### config.mk
export PLATFORM = sky130hd
export DESIGN_NAME = line_cmd_queue_slave
export DESIGN_NICKNAME = d
export VERILOG_FILES = /design/src/rtl/line_cmd_queue_slave.sv
export SDC_FILE = /design/constraint.sdc
export NUM_CORES = 1
export LEC_CHECK = 0
export ABC_AREA = 1
export CORE_MARGIN = 1
export CORE_UTILIZATION = 25
export DETAILED_ROUTE_END_ITERATION = 16
export HOLD_SLACK_MARGIN = 0.12
export PLACE_DENSITY_LB_ADDON = 0.3
export SLEW_MARGIN = 10
export SYNTH_ARGS = -nofsm -noshare
export SYNTH_HDL_FRONTEND = slang
export SYNTH_SLANG_ARGS = --single-unit
export TNS_END_PERCENT = 10
### constraint.sdc
create_clock -name clock -period 4.7 [get_ports clock]
set_input_delay 0.94 -clock clock [delete_from_list [all_inputs] [get_ports clock]]
set_output_delay 0.94 -clock clock [all_outputs]
set_load 0.1 [all_outputs]
### src/rtl/line_cmd_queue_slave.sv
// Avalon-MM command queue in front of the line-drawing engine: register file, command FIFO, go/done sequencer.
// Define LINE_QUEUE_IRQ_EN to add the batch-complete interrupt (o_irq, IRQ_CTRL at address 6).
module line_cmd_queue_slave #(
  parameter int X_W         = 9,
  parameter int Y_W         = 8,
  parameter int COLOUR_W    = 3,
  parameter int QUEUE_DEPTH = 4
) (
  input  logic                clock,
  input  logic                i_reset,
  input  logic                i_chipselect,
  input  logic [2:0]          i_address,
  input  logic                i_read,
  input  logic                i_write,
  input  logic [31:0]         i_writedata,
  output logic [31:0]         o_readdata,
  output logic                o_waitrequest,
  input  logic                i_done,
  output logic                o_go,
  output logic [COLOUR_W-1:0] o_colour,
  output logic [X_W-1:0]      o_X0,
  output logic [Y_W-1:0]      o_Y0,
  output logic [X_W-1:0]      o_X1,
  output logic [Y_W-1:0]      o_Y1
`ifdef LINE_QUEUE_IRQ_EN
  ,
  output logic                o_irq
`endif
);
  localparam int AW    = $clog2(QUEUE_DEPTH);
  localparam int PT_W  = X_W + Y_W;
  localparam int CMD_W = COLOUR_W + 2 * PT_W;
  localparam logic [AW:0] FULL_OCC = QUEUE_DEPTH[AW:0];

  typedef enum logic [1:0] {IDLE, DRAW, GAP} state_t;
  state_t state, state_next;

  logic                mode;
  logic [PT_W-1:0]     start_q, end_q;
  logic [COLOUR_W-1:0] colour_q;
  logic                overflow;
  logic [15:0]         line_count;
  logic [AW:0]         occ;
  logic [AW-1:0]       wr_ptr, rd_ptr;
  logic [CMD_W-1:0]    mem [QUEUE_DEPTH];
  logic [CMD_W-1:0]    head;
  logic                full, busy, wr_en, push, pop, finish;
  logic [31:0]         status;
  logic                unused_wdata;

  assign unused_wdata = ^i_writedata;

  // Handshake: o_waitrequest is combinational from the request and the current queue/FSM
  // state; a transfer completes on the edge where chipselect & strobe are high and it is low.
  assign full          = (occ == FULL_OCC);
  assign busy          = (occ != '0) || (state != IDLE);
  assign o_waitrequest = i_chipselect & ~mode &
                         ((i_write & (i_address == 3'd2) & full) |
                          (i_read  & (i_address == 3'd1) & busy));
  assign wr_en         = i_chipselect & i_write & ~o_waitrequest;
  assign push          = wr_en & (i_address == 3'd2) & ~full;
  assign head          = mem[rd_ptr];
  assign status        = {line_count, 8'(occ), 5'd0, overflow, full, busy};

  always_comb begin
    state_next = state;
    pop        = 1'b0;
    finish     = 1'b0;
    case (state)
      IDLE: if (occ != '0) begin
        pop        = 1'b1;
        state_next = DRAW;
      end
      DRAW: if (i_done) begin
        finish     = 1'b1;
        state_next = GAP;
      end
      GAP:     state_next = IDLE;
      default: state_next = IDLE;
    endcase
  end

  always_ff @(posedge clock or posedge i_reset) begin
    if (i_reset) state <= IDLE;
    else         state <= state_next;
  end

  // The active command is latched on pop and held until the next pop.
  always_ff @(posedge clock or posedge i_reset) begin
    if (i_reset) begin
      o_go       <= 1'b0;
      o_colour   <= '0;
      o_X0       <= '0;
      o_Y0       <= '0;
      o_X1       <= '0;
      o_Y1       <= '0;
      line_count <= '0;
    end else if (pop) begin
      o_go     <= 1'b1;
      o_colour <= head[CMD_W-1 -: COLOUR_W];
      o_X0     <= head[PT_W+X_W-1 : PT_W];
      o_Y0     <= head[2*PT_W-1 : PT_W+X_W];
      o_X1     <= head[X_W-1:0];
      o_Y1     <= head[PT_W-1:X_W];
    end else if (finish) begin
      o_go       <= 1'b0;
      line_count <= line_count + 16'd1;
    end
  end

  always_ff @(posedge clock or posedge i_reset) begin
    if (i_reset) begin
      wr_ptr <= '0;
      rd_ptr <= '0;
      occ    <= '0;
    end else begin
      if (push) wr_ptr <= wr_ptr + 1'b1;
      if (pop)  rd_ptr <= rd_ptr + 1'b1;
      occ <= occ + {{AW{1'b0}}, push} - {{AW{1'b0}}, pop};
    end
  end

  always_ff @(posedge clock) begin
    if (push) mem[wr_ptr] <= {colour_q, start_q, end_q};
  end

  always_ff @(posedge clock or posedge i_reset) begin
    if (i_reset) begin
      mode     <= 1'b0;
      start_q  <= '0;
      end_q    <= '0;
      colour_q <= '0;
      overflow <= 1'b0;
    end else if (wr_en) begin
      case (i_address)
        3'd0: mode <= i_writedata[0];
        3'd1: if (i_writedata[2]) overflow <= 1'b0;
        3'd2: if (full) overflow <= 1'b1;
        3'd3: start_q  <= i_writedata[PT_W-1:0];
        3'd4: end_q    <= i_writedata[PT_W-1:0];
        3'd5: colour_q <= i_writedata[COLOUR_W-1:0];
        default: ;
      endcase
    end
  end

`ifdef LINE_QUEUE_IRQ_EN
  logic irq_en, irq_pend, irq_en_n, irq_pend_n;

  // A batch completes when a line finishes with nothing left queued; set wins over clear.
  always_comb begin
    irq_en_n   = irq_en;
    irq_pend_n = irq_pend;
    if (wr_en && i_address == 3'd6) begin
      irq_en_n = i_writedata[0];
      if (i_writedata[1]) irq_pend_n = 1'b0;
    end
    if (finish && occ == '0) irq_pend_n = 1'b1;
  end

  always_ff @(posedge clock or posedge i_reset) begin
    if (i_reset) begin
      irq_en   <= 1'b0;
      irq_pend <= 1'b0;
      o_irq    <= 1'b0;
    end else begin
      irq_en   <= irq_en_n;
      irq_pend <= irq_pend_n;
      o_irq    <= irq_en_n & irq_pend_n;
    end
  end
`endif

  always_comb begin
    o_readdata = '0;
    if (i_chipselect && i_read) begin
      case (i_address)
        3'd0: o_readdata[0] = mode;
        3'd1: o_readdata = status;
        3'd3: o_readdata[PT_W-1:0] = start_q;
        3'd4: o_readdata[PT_W-1:0] = end_q;
        3'd5: o_readdata[COLOUR_W-1:0] = colour_q;
`ifdef LINE_QUEUE_IRQ_EN
        3'd6: o_readdata[1:0] = {irq_pend, irq_en};
`endif
        default: o_readdata = '0;
      endcase
    end
  end
endmodule

==> impl_metrics.py <==
metrics = {
    "clocking": {
        "clockRootBuffer": "clkbuf_16",
        "cts_tree": "built",
        "ctsResizeCount": 0,
        "cts.sinks": 250,
        "cts-buffers-inserted": 27,
        "ctsHoldBuffers": 0,
        "path_clk_slew_ns": 0.06,
        "htreeDepth": 1,
        "post-cts-setup-buffer-count": 0,
        "cts.path.max_buffers": 3,
        "clk_latency_ns": 0.54,
    },
    "route": {
        "drtIter0Drc": 402,
        "wire_per_inst_um": 17.1,
        "detail-route-antenna-nets": 0,
        "drt-pass1-iter-count": 5,
        "wirelength_um": 27600,
        "drc": 0,
        "vias": 7209,
        "viasPerCell": 4.47,
    },
    "setup_path": {
        "crit_buf_inv": 5,
        "crit_type": "in2out",
        "end_kind": "output pin",
        "reg2reg_to": "occ[2]$_DFF_PP0_",
        "slowest_delay_ns": 0.45,
        "reg2regPathDepth": 11,
        "startpoint_type": "input pin",
        "cpMostUsedCell": "inv_1",
        "cp.required_ns": 3.76,
        "r2r_slack_ns": 2.19,
        "worstPathCellList": "clkdlybuf4s50_1 > inv_1 > nand3_1 > buf_4 > inv_1 > nand2_1 > a31oi_1 > buf_12",
        "cp_top_family": "buffers and inverters",
        "r2r-start": "state[0]$_DFFE_PP0P_",
        "crit_fanout": 11,
        "critPathSlowestCell": "a31oi_1",
        "crit_arrival_ns": 2.91,
    },
    "global_routing": {
        "grt_antenna_before_repair": 5,
        "first_global_vias": 6912,
        "grt_overflow": 0,
        "grt.total_usage": 0.133,
        "grt_max_degree": 76,
        "grt_pass1_wl_um": 42500,
    },
    "sta": {
        "worst_pin_slew_ns": 1.09,
        "holdWs_ns": 0.476,
        "period_share": 0.819,
        "setup_viol": 0,
        "rsz0062_at_grt": "no",
        "hold_viol_final": 0,
        "timing.fmax_ghz": 0.260,
        "tns_ns": 0,
        "drv_slew": 0,
        "clock_skew_ns": 0.0197,
        "finalCriticalPeriod_ns": 3.85,
        "slew_headroom": 0.268,
    },
    "worst_hold_path": {
        "min_from": "overflow$_DFFE_PP0P_",
        "hold_depth": 2,
        "hp-class": "reg2reg",
        "min_to": "overflow$_DFFE_PP0P_",
    },
    "synthesis": {
        "yosysWarnings": 0,
        "synth_fp_nets": 1021,
        "syn_area_mm2": 0.0103,
        "yosysSeqAreaShare": 0.678,
        "syn_inst": 972,
        "synth.ff_latch_count": 250,
        "postSynthAreaPerCell_um2": 10.6,
        "synthDistinctLibCells": 28,
    },
    "final_layout": {
        "layout-drive-gt1-share": 0.103,
        "layout.nets": 1109,
        "layout_common_cells": "217 x nor2_1, 172 x nand2_1, 148 x edfxtp_1",
        "final_common_cell": "nor2_1",
        "final_core_utilization": 0.317,
        "fill_cells": 4129,
        "syn_to_final_growth_pct": 25.2,
        "antenna_cells": 0,
    },
    "floorplan": {
        "dieHeight_um": 205,
        "die_x_um": 205,
        "core_mm2": 0.0407,
        "dieArea_mm2": 0.0421,
        "pin_count": 112,
        "rows": 74,
        "start_util": 0.253,
    },
    "power_and_ir_drop": {
        "p_leak_nw": 4.96,
        "p_per_area_mw_per_mm2": 635,
        "irDropWorstVdd_v": 0.000263,
    },
    "placed_design": {
        "gp_congestion": 0.841,
        "hpwlAfterDp_um": 17200,
        "portBuffers": 96,
    },
    "run": {
        "cap_viol_max_count": 0,
    },
    "status": {
        "status": "completed",
    },
}
cell usage after synthesis:
library cell | n | share of area
nor2_1 | 221 | 0.080
nand2_1 | 172 | 0.063
edfxtp_1 | 148 | 0.43
dfrtp_1 | 102 | 0.25
o21ai_0 | 75 | 0.036
nand4_1 | 45 | 0.027
a31oi_1 | 40 | 0.024
inv_1 | 39 | 0.014
buf_2 | 20 | 0.0097
clkbuf_1 | 20 | 0.0073
a21oi_1 | 12 | 0.0058
nand3_1 | 12 | 0.0058
nor3_1 | 12 | 0.0058
xor2_1 | 9 | 0.0076
buf_1 | 7 | 0.0025
ha_1 | 7 | 0.0085
buf_4 | 6 | 0.0044
inv_2 | 5 | 0.0018
nand3_2 | 5 | 0.0049
nor2_2 | 3 | 0.0018
xnor2_1 | 3 | 0.0025
a41oi_1 | 2 | 0.0017
clkinv_1 | 2 | 0.00073
a22oi_1 | 1 | 0.00073
buf_6 | 1 | 0.0011
fa_1 | 1 | 0.0019
nand2_2 | 1 | 0.00061
nor3_2 | 1 | 0.00097
flip-flops by register name (all words and copies together) (netlist names):
signal and cells:
colour_q 3, end_q 17, line_count 16, mem 148
mode 1, o_X0 9, o_X1 9, o_Y0 8
o_Y1 8, o_colour 3, o_go 1, occ 3
overflow 1, rd_ptr 2, start_q 17, state 2
wr_ptr 2
cell families (layout without fill, tap and decap cells):
group | count (synthesis) | in the layout | synth area share
AND/OR/NAND/NOR | 472 | 472 | 0.190
AO/OA/AOI/OAI | 130 | 130 | 0.0689
XOR/XNOR | 12 | 12 | 0.0102
buffers and inverters | 100 | 208 | 0.0417
adder cells (fa/ha/maj) | 8 | 8 | 0.0104
flip-flops | 250 | 250 | 0.678
final cells by class:
class	count	area [um^2]	share of cell area
clock buffer	37	733	0.0568
multi-input combinational	622	2920	0.226
inverter	46	175	0.0136
tap	532	666	0.0515
clock inverter	12	121	0.00940
sequential	250	7000	0.542
timing repair buffer	113	1310	0.101
how the worst max path moves through the flow:
stage / start / to / slack [ns] / cells after the start
floorplan: i_read / o_readdata[22] / 0.43 / 3
global placement: i_address[2] / o_readdata[16] / 0.88 / 8
detailed placement: i_address[2] / o_readdata[16] / 0.86 / 8
CTS: i_address[2] / o_readdata[16] / 0.86 / 8
global route: i_address[2] / o_readdata[0] / 0.72 / 11
finish: i_address[2] / o_readdata[16] / 0.85 / 8
power by group:
| part | internal (mW) | switching [mW] | leakage, nW |
|---|---|---|---|
| clock | 1.20 | 0.851 | 0.415 |
| sequential | 2.72 | 0.304 | 2.56 |
| combinational | 0.775 | 2.35 | 1.99 |
| total | 4.70 | 3.50 | 4.96 |
metrics by stage:
| stage | total power [mW] | std cells | area (um^2) | setup slack, ns |
|---|---|---|---|---|
| after global routing | 8.65 | 1612 | 12900 | 0.723 |
| after detailed placement | 6.25 | 1563 | 12100 | 0.864 |
| after CTS | 8.32 | 1612 | 12900 | 0.864 |
| after global placement | 6.21 | 1563 | 12100 | 0.881 |
| final | 8.20 | 1612 | 12900 | 0.851 |
| after floorplan | 5.35 | 972 | 10300 | 0.435 |
layer usage:
layer  GRT usage  vias up  wire length [um]
met3      0.0399       37              2130
met5           0        -                43
met4      0.0257        6               412
li1            -     3509                 -
met1       0.176     3491             12200
met2       0.215      166             12800
worst min-delay path, delay by kind of cell, from the launching register on:
family	cells	cell delay (ns)
DFF	1	0.35
and+or+nand+nor	2	0.09
Power figures use the tool's default switching activity.
